==> config.mk <==
export PLATFORM = sky130hd
export DESIGN_NAME = mem_arbiter
export DESIGN_NICKNAME = d
export VERILOG_FILES = /design/src/rtl/mem_arbiter.sv
export SDC_FILE = /design/constraint.sdc
export NUM_CORES = 1
export LEC_CHECK = 0
export BUFFER_PORTS_ARGS = -buffer_cell sky130_fd_sc_hd__buf_2
export CELL_PAD_IN_SITES_DETAIL_PLACEMENT = 1
export CELL_PAD_IN_SITES_GLOBAL_PLACEMENT = 1
export CORE_AREA = 2 2 119 121
export CTS_CLUSTER_SIZE = 25
export DETAILED_ROUTE_END_ITERATION = 10
export DIE_AREA = 0 0 121 123
export PLACE_DENSITY = 0.7
export SKIP_CTS_REPAIR_TIMING = 1
export SLEW_MARGIN = 15
export SYNTH_ARGS = -nofsm -noshare
export SYNTH_HDL_FRONTEND = slang
export SYNTH_SLANG_ARGS = --single-unit
==> constraint.sdc <==
create_clock -name clock -period 2.4 [get_ports clock]
set_clock_uncertainty 0.1 [all_clocks]
set_input_delay 0.36 -clock clock [delete_from_list [all_inputs] [get_ports clock]]
set_output_delay 0.36 -clock clock [all_outputs]
set_load 0.02 [all_outputs]
==> src/rtl/mem_arbiter.sv <==
// Two-master arbiter for the single data-memory port: core MEM stage vs debug/loader.
// Core has priority; a starvation counter forces a one-cycle debug grant.
module mem_arbiter #(
    parameter int XLEN       = 32,
    parameter int AW         = 32,
    parameter int STARVE_MAX = 4
) (
    input  logic            clock,
    input  logic            reset,

    input  logic            core_req,
    input  logic            core_wren,
    input  logic [AW-1:0]   core_addr,
    input  logic [XLEN-1:0] core_wdata,
    input  logic [3:0]      core_byteena,
    output logic            core_stall,
    output logic [XLEN-1:0] core_rdata,

    input  logic            dbg_req,
    input  logic            dbg_wren,
    input  logic [AW-1:0]   dbg_addr,
    input  logic [XLEN-1:0] dbg_wdata,
    output logic            dbg_gnt,
    output logic            dbg_rvalid,
    output logic [XLEN-1:0] dbg_rdata,

    output logic [AW-1:0]   mem_address,
    output logic [XLEN-1:0] mem_data,
    output logic [3:0]      mem_byteena,
    output logic            mem_wren,
    input  logic [XLEN-1:0] mem_q
);

    localparam logic [3:0] STARVE_LIM = 4'(STARVE_MAX);

    logic [3:0] starve_cnt;
    logic [3:0] starve_eff;
    logic       dbg_win;
    logic       core_win;
    logic       rd_valid;
    logic       rd_dbg;
    logic       dbg_ret;

    // The reset cycle arbitrates as if the counter were already cleared.
    assign starve_eff = reset ? 4'd0 : starve_cnt;

    assign dbg_win  = dbg_req && (!core_req || (starve_eff == STARVE_LIM));
    assign core_win = core_req && !dbg_win;

    assign dbg_gnt    = dbg_win;
    assign core_stall = core_req && dbg_win;

    always_comb begin
        mem_address = '0;
        mem_data    = '0;
        mem_byteena = 4'h0;
        mem_wren    = 1'b0;
        unique case (1'b1)
            dbg_win: begin
                mem_address = dbg_addr;
                mem_data    = dbg_wdata;
                mem_byteena = 4'hF;
                mem_wren    = dbg_wren;
            end
            core_win: begin
                mem_address = core_addr;
                mem_data    = core_wdata;
                mem_byteena = core_byteena;
                mem_wren    = core_wren;
            end
            default: begin
            end
        endcase
    end

    always_ff @(posedge clock) begin
        if (reset) begin
            starve_cnt <= 4'd0;
        end else if (dbg_win || !dbg_req) begin
            starve_cnt <= 4'd0;
        end else if (starve_cnt != STARVE_LIM) begin
            starve_cnt <= starve_cnt + 4'd1;
        end
    end

    // Remember who issued the load so next cycle's mem_q goes to them.
    always_ff @(posedge clock) begin
        if (reset) begin
            rd_valid <= 1'b0;
            rd_dbg   <= 1'b0;
        end else begin
            rd_valid <= (dbg_win && !dbg_wren) || (core_win && !core_wren);
            rd_dbg   <= dbg_win;
        end
    end

    // Gating with reset drops a debug read whose return lands in a reset cycle.
    assign dbg_ret    = rd_valid && rd_dbg && !reset;
    assign dbg_rvalid = dbg_ret;
    assign dbg_rdata  = dbg_ret ? mem_q : '0;
    assign core_rdata = dbg_ret ? '0 : mem_q;

endmodule

After elaboration in Yosys (flattened, before gate mapping)
Cells that the tools add are included.
W data, S select, Z words.
Storage, ports and cells
  flip-flop bits (word level): 6
  memory bits (writable): 0
  memories: 0
  ROM bits: 0
  output and inout bits: 136
  bits in latches: 0
Operators by class
  magnitude comparators: 0
  equality and inequality tests: 2
  divide/modulo/power cells: 0
  shift operators: 0
  mux-type cells: 7
  multiply operators: 0
  bitwise gates (word level): 0
  reductions and logical operators: 17
  add/sub/neg operators: 1
Operators by type and width (count)
  $pmux W32 S2: 2
  $mux W32: 2
  $pmux W4 S2: 1
  $logic_and A1 B1 Y1: 7
  $logic_not A1 Y1: 6
  $add A4 B1 Y4 const B: 1
  $eq A4 B3 Y1 const B: 1
  $mux W4: 1
  $ne A4 B3 Y1 const B: 1
  $logic_or A1 B1 Y1: 3
  $pmux W1 S2: 1
  $reduce_or A2 Y1: 1

Depth between registers and ports, before layout
  word-level depth: 8
  depth in mapped cells: 6

Least setup slack after synthesis
OpenSTA, ideal clock, no wires.
  path kind: reg-to-output
  start: reg starve_cnt[0]
  end: out mem_address[27]
  stages on the path, launching flop included: 6
  slack: 0.237 ns
  required time: 1.940 ns
  data arrival time: 1.703 ns
  path buffers: 2
  cell sequence: dfxtp_1 -> or4b_1 -> buf_2 -> o22ai_2 -> buf_2 -> a22o_1
Between the ends
  word-level cells in the longest chain between the ends: 7
RTL lines
  from (decl): line 36  | logic [3:0] starve_cnt;
  from (signal assigned): line 82  | starve_cnt <= starve_cnt + 4'd1;
  $mux W4 *: line 45  | assign starve_eff = reset ? 4'd0 : starve_cnt;
  $eq A4 B3 Y1 *: line 47  | assign dbg_win = dbg_req && (!core_req || (starve_eff == STARVE_LIM));
  $logic_or A1 B1 Y1 *: line 47
  $logic_and A1 B1 Y1 *: line 47
  via dbg_gnt: line 23  | output logic dbg_gnt,
  $logic_not A1 Y1: line 48  | assign core_win = core_req && !dbg_win;
  $logic_and A1 B1 Y1: line 48
  $pmux W32 S2 *: line 58  | unique case (1'b1)
  to (decl): line 27  | output logic [AW-1:0] mem_address,
The timed path passes the listed nets; every way through them passes the cells marked *.

Worst setup path in the final report
  start: reg starve_cnt[0]
  end: out mem_address[4]
Between the ends
  word-level cells in the longest chain between the ends: 7
RTL lines (line)
  $mux W4 *: 45
  $eq A4 B3 Y1 *: 47
  $logic_or A1 B1 Y1 *: 47
  $logic_and A1 B1 Y1 *: 47
  $logic_not A1 Y1: 48
  $logic_and A1 B1 Y1: 48
  $pmux W32 S2 *: 58
Mark *: on every way between the ends. The rest lies on a longest branch, timed or not.

==> impl_metrics.csv <==
group,metric,value,unit
detailed_routing,ant_nets,0,
floorplan,start_util,0.106,
critical_path,path_max_fanout,6,
place,dpl.cell_count,659,
floorplan,pin_count,306,
critical_path,critical_path_class,"register to primary output",
synth,syn_area_per_cell,7.57,um2
clock_network,cts_buffer_depth,2,
critical_path,max_stage_delay,0.59,ns
synth,ys.flop_type,"dfxtp_1",
pwr,power.leakage,2.17,nW
critical_path,worstPathCellList,"or4b_4 -> o22ai_4 -> buf_4 -> a22o_1 -> buf_2",
detailed_routing,finalWirelength,11600,um
clock_network,ctsRootBufferMaster,"clkbuf_16",
clock_network,cts_tree,"yes",
cells_and_area,area_growth,160,%
global_routing,grt_pass1_wl,14300,um
critical_path,worstSetupStartpointType,"register",
critical_path,cp-end-kind,"primary output",
synth,yosysSeqAreaShare,0.0831,
synth,synth-edff-count,0,
detailed_routing,drt-met1-wl,4360,um
place,gp_congestion,0.781,
critical_path,arrival,2.08,ns
cells_and_area,final_nets,664,
sta,worst_pin_slew,0.498,ns
synth,async_flop_share,0,
sta,fmax,393,MHz
place,dp_hpwl,9590,um
sta,rsz0062_at_grt,"yes",
critical_path,worstPathRequired,1.94,ns
global_routing,grt_start_max_net_pins,66,
detailed_routing,top_layer_used,"met5",
detailed_routing,wire_per_inst,17.3,um
place,port_buffers,305,
floorplan,design.core.area,13600,um2
cells_and_area,drive_gt1_frac,0.678,
pwr,switchingPower,0.448,mW
pwr,power_frac_seq,0.091,
synth,syn-cell-area,1450,um2
synth,synth_warnings,0,
detailed_routing,dr_total_vias,2762,
synth,yosys.area.top_type_share,0.400,
global_routing,grt.total_usage,0.126,
sta,setup_ws,-0.141,ns
clock_network,cts.clk_slew.worst_paths,0.04,ns
flow_run,maxCapViolCount,0,
sta,finalHoldViolations,0,
clock_network,insertion_delay,0.23,ns
place,dpl_cell_area,3160,um2
floorplan,num_rows,43,
synth,synth.area.top_cells,"a22o_1, and2_1, nor2b_1",
detailed_routing,drt_iter0_drc,54,
hold_path,hold_class,"input pin to register",
synth,synth_nets,363,
floorplan,die_w,121,um
global_routing,grt_overflow_total,0,
synth,yosysTopAreaCell,"a22o_1",
cells_and_area,final_area,3750,um2
global_routing,grt_pass1_vias,2588,
pwr,internal-power,0.697,mW
detailed_routing,via_per_inst,4.12,
pwr,combPwrFrac,0.671,
clock_network,cts-htree-levels,1,
synth,ys_ff_latch,6,
pwr,vdd_drop_max,0.000127,V
sta,post-route-min-period,2.54,ns
synth,synth_cell_types,24,
cells_and_area,fin_cells,671,
pwr,p_clk_frac,0.238,
detailed_routing,firstDrtPassIters,4,
clock_network,cts_num_sinks,6,
detailed_routing,wl_met2,5830,um
floorplan,die_h,123,um
sta,final.period_utilization,1.06,
cells_and_area,nFillCells,1700,
outcome,violations,"setup timing",
synth,synthesis.instances,191,
global_routing,antenna_found_initial,4,
clock_network,numCtsBuffers,3,
pwr,p_per_area,305,nW/um2
critical_path,crit_slowest_cell,"or4b_4",
floorplan,die_area,14900,um2
detailed_routing,dr_wl_met3,1360,um
sta,slew_headroom,0.668,
pwr,swShare,0.391,
sta,slew_viol_final,0,
outcome,status,"complete, but fails checks",
sta,setup_viol,69,
detailed_routing,drc,0,
cell usage in the layout (no fill, tap or decap):
cell / count
buf_2: 239
a22o_1: 61
buf_6: 52
nor2b_1: 32
and2_1: 32
buf_4: 19
nor2_1: 6
clkbuf_16: 6
dfxtp_1: 5
inv_1: 4
a21o_1: 4
a22o_4: 3
buf_12: 3
a22o_2: 2
mux2i_1: 2
xnor2_1: 2
ha_1: 2
clkbuf_4: 2
diode_2: 1
nand2b_1: 1
or4b_4: 1
o22ai_4: 1
o21a_2: 1
nand2_1: 1
nor2_4: 1
nor3_1: 1
a211oi_1: 1
nand4b_1: 1
nand3b_1: 1
a21oi_1: 1
nand3_1: 1
buf_8: 1
dfxtp_2: 1
worst paths after layout:
path	from	end	slack (ns)	cells past startpoint
worst max-delay path	starve_cnt[0]	mem_address[4]	-0.14	5
worst min-delay path	reset	rd_dbg	0.33	2
worst max register to register	starve_cnt[0]	rd_valid	0.54	6
worst min register to register	starve_cnt[0]	starve_cnt[0]	0.47	2
area by class of cell:
| type | instances | area, um2 | area share |
|---|---|---|---|
| clock buffers | 3 | 75.1 | 0.0200 |
| well taps | 180 | 225 | 0.0600 |
| diodes | 1 | 2.50 | 0.000667 |
| multi-input cells | 158 | 1220 | 0.326 |
| flip-flops and latches | 6 | 121 | 0.0323 |
| inverters | 4 | 15.0 | 0.00400 |
| repair buffers | 319 | 2090 | 0.557 |
layer usage:
| metal | vias to the layer above | track usage |
|---|---|---|
| li1 | 1304 | - |
| met1 | 1264 | 0.151 |
| met2 | 186 | 0.221 |
| met3 | 6 | 0.0429 |
| met4 | 2 | 0.0218 |
| met5 | - | 0 |
critical path, delay by kind of cell, from the launching register on:
family	cells	cell delay (ns)
AOI/OAI and AO/OA	2	0.51
buffers and inverters	2	0.41
and+or+nand+nor	1	0.59
DFF	1	0.33
metrics by stage:
stage	worst slack [ns]	setup TNS [ns]	hold slack, ns	utilization	power (mW)
floorplan	0.237	0	0.333	-	0.426
global placement	0.0259	0	0.414	0.232	0.730
detailed placement	-0.0141	-0.0159	0.474	0.232	0.741
CTS	-0.267	-10.22	0.337	0.238	1.02
global route	-0.172	-9.25	0.358	0.276	1.19
finish	-0.141	-5.26	0.327	0.276	1.14
cell usage after synthesis (2+ instances only):
master	instances
a22o_1	66
and2_1	32
nor2b_1	32
clkbuf_1	10
buf_2	8
nor2_1	7
dfxtp_1	6
buf_6	5
a21o_1	4
inv_1	4
ha_1	2
mux2i_1	2
xnor2_1	2
logic make-up (layout without fill, tap and decap cells):
kind of cell / Yosys count / in the layout / synth area share
flip-flops: 6 / 6 / 0.0831
adder cells (fa/ha/maj): 2 / 2 / 0.0173
AND/OR/NAND/NOR: 78 / 78 / 0.327
other: 0 / 1 / 0
AO/OA/AOI/OAI: 74 / 74 / 0.443
buffers and inverters: 27 / 326 / 0.103
multiplexers: 2 / 2 / 0.0139
XOR/XNOR: 2 / 2 / 0.0121
sequential cells by signal, indices dropped and copies added (netlist names):
| register | cells |
|---|---|
| rd_dbg | 1 |
| rd_valid | 1 |
| starve_cnt | 4 |
power by group through the flow:
stage	clock network [mW]	registers, mW	logic, mW
floorplan	0	0.106	0.321
global placement	0	0.106	0.624
detailed placement	0	0.106	0.635
CTS	0.276	0.105	0.637
global route	0.282	0.105	0.807
finish	0.272	0.105	0.768
Note: power is estimated with default switching activity, not from simulation.
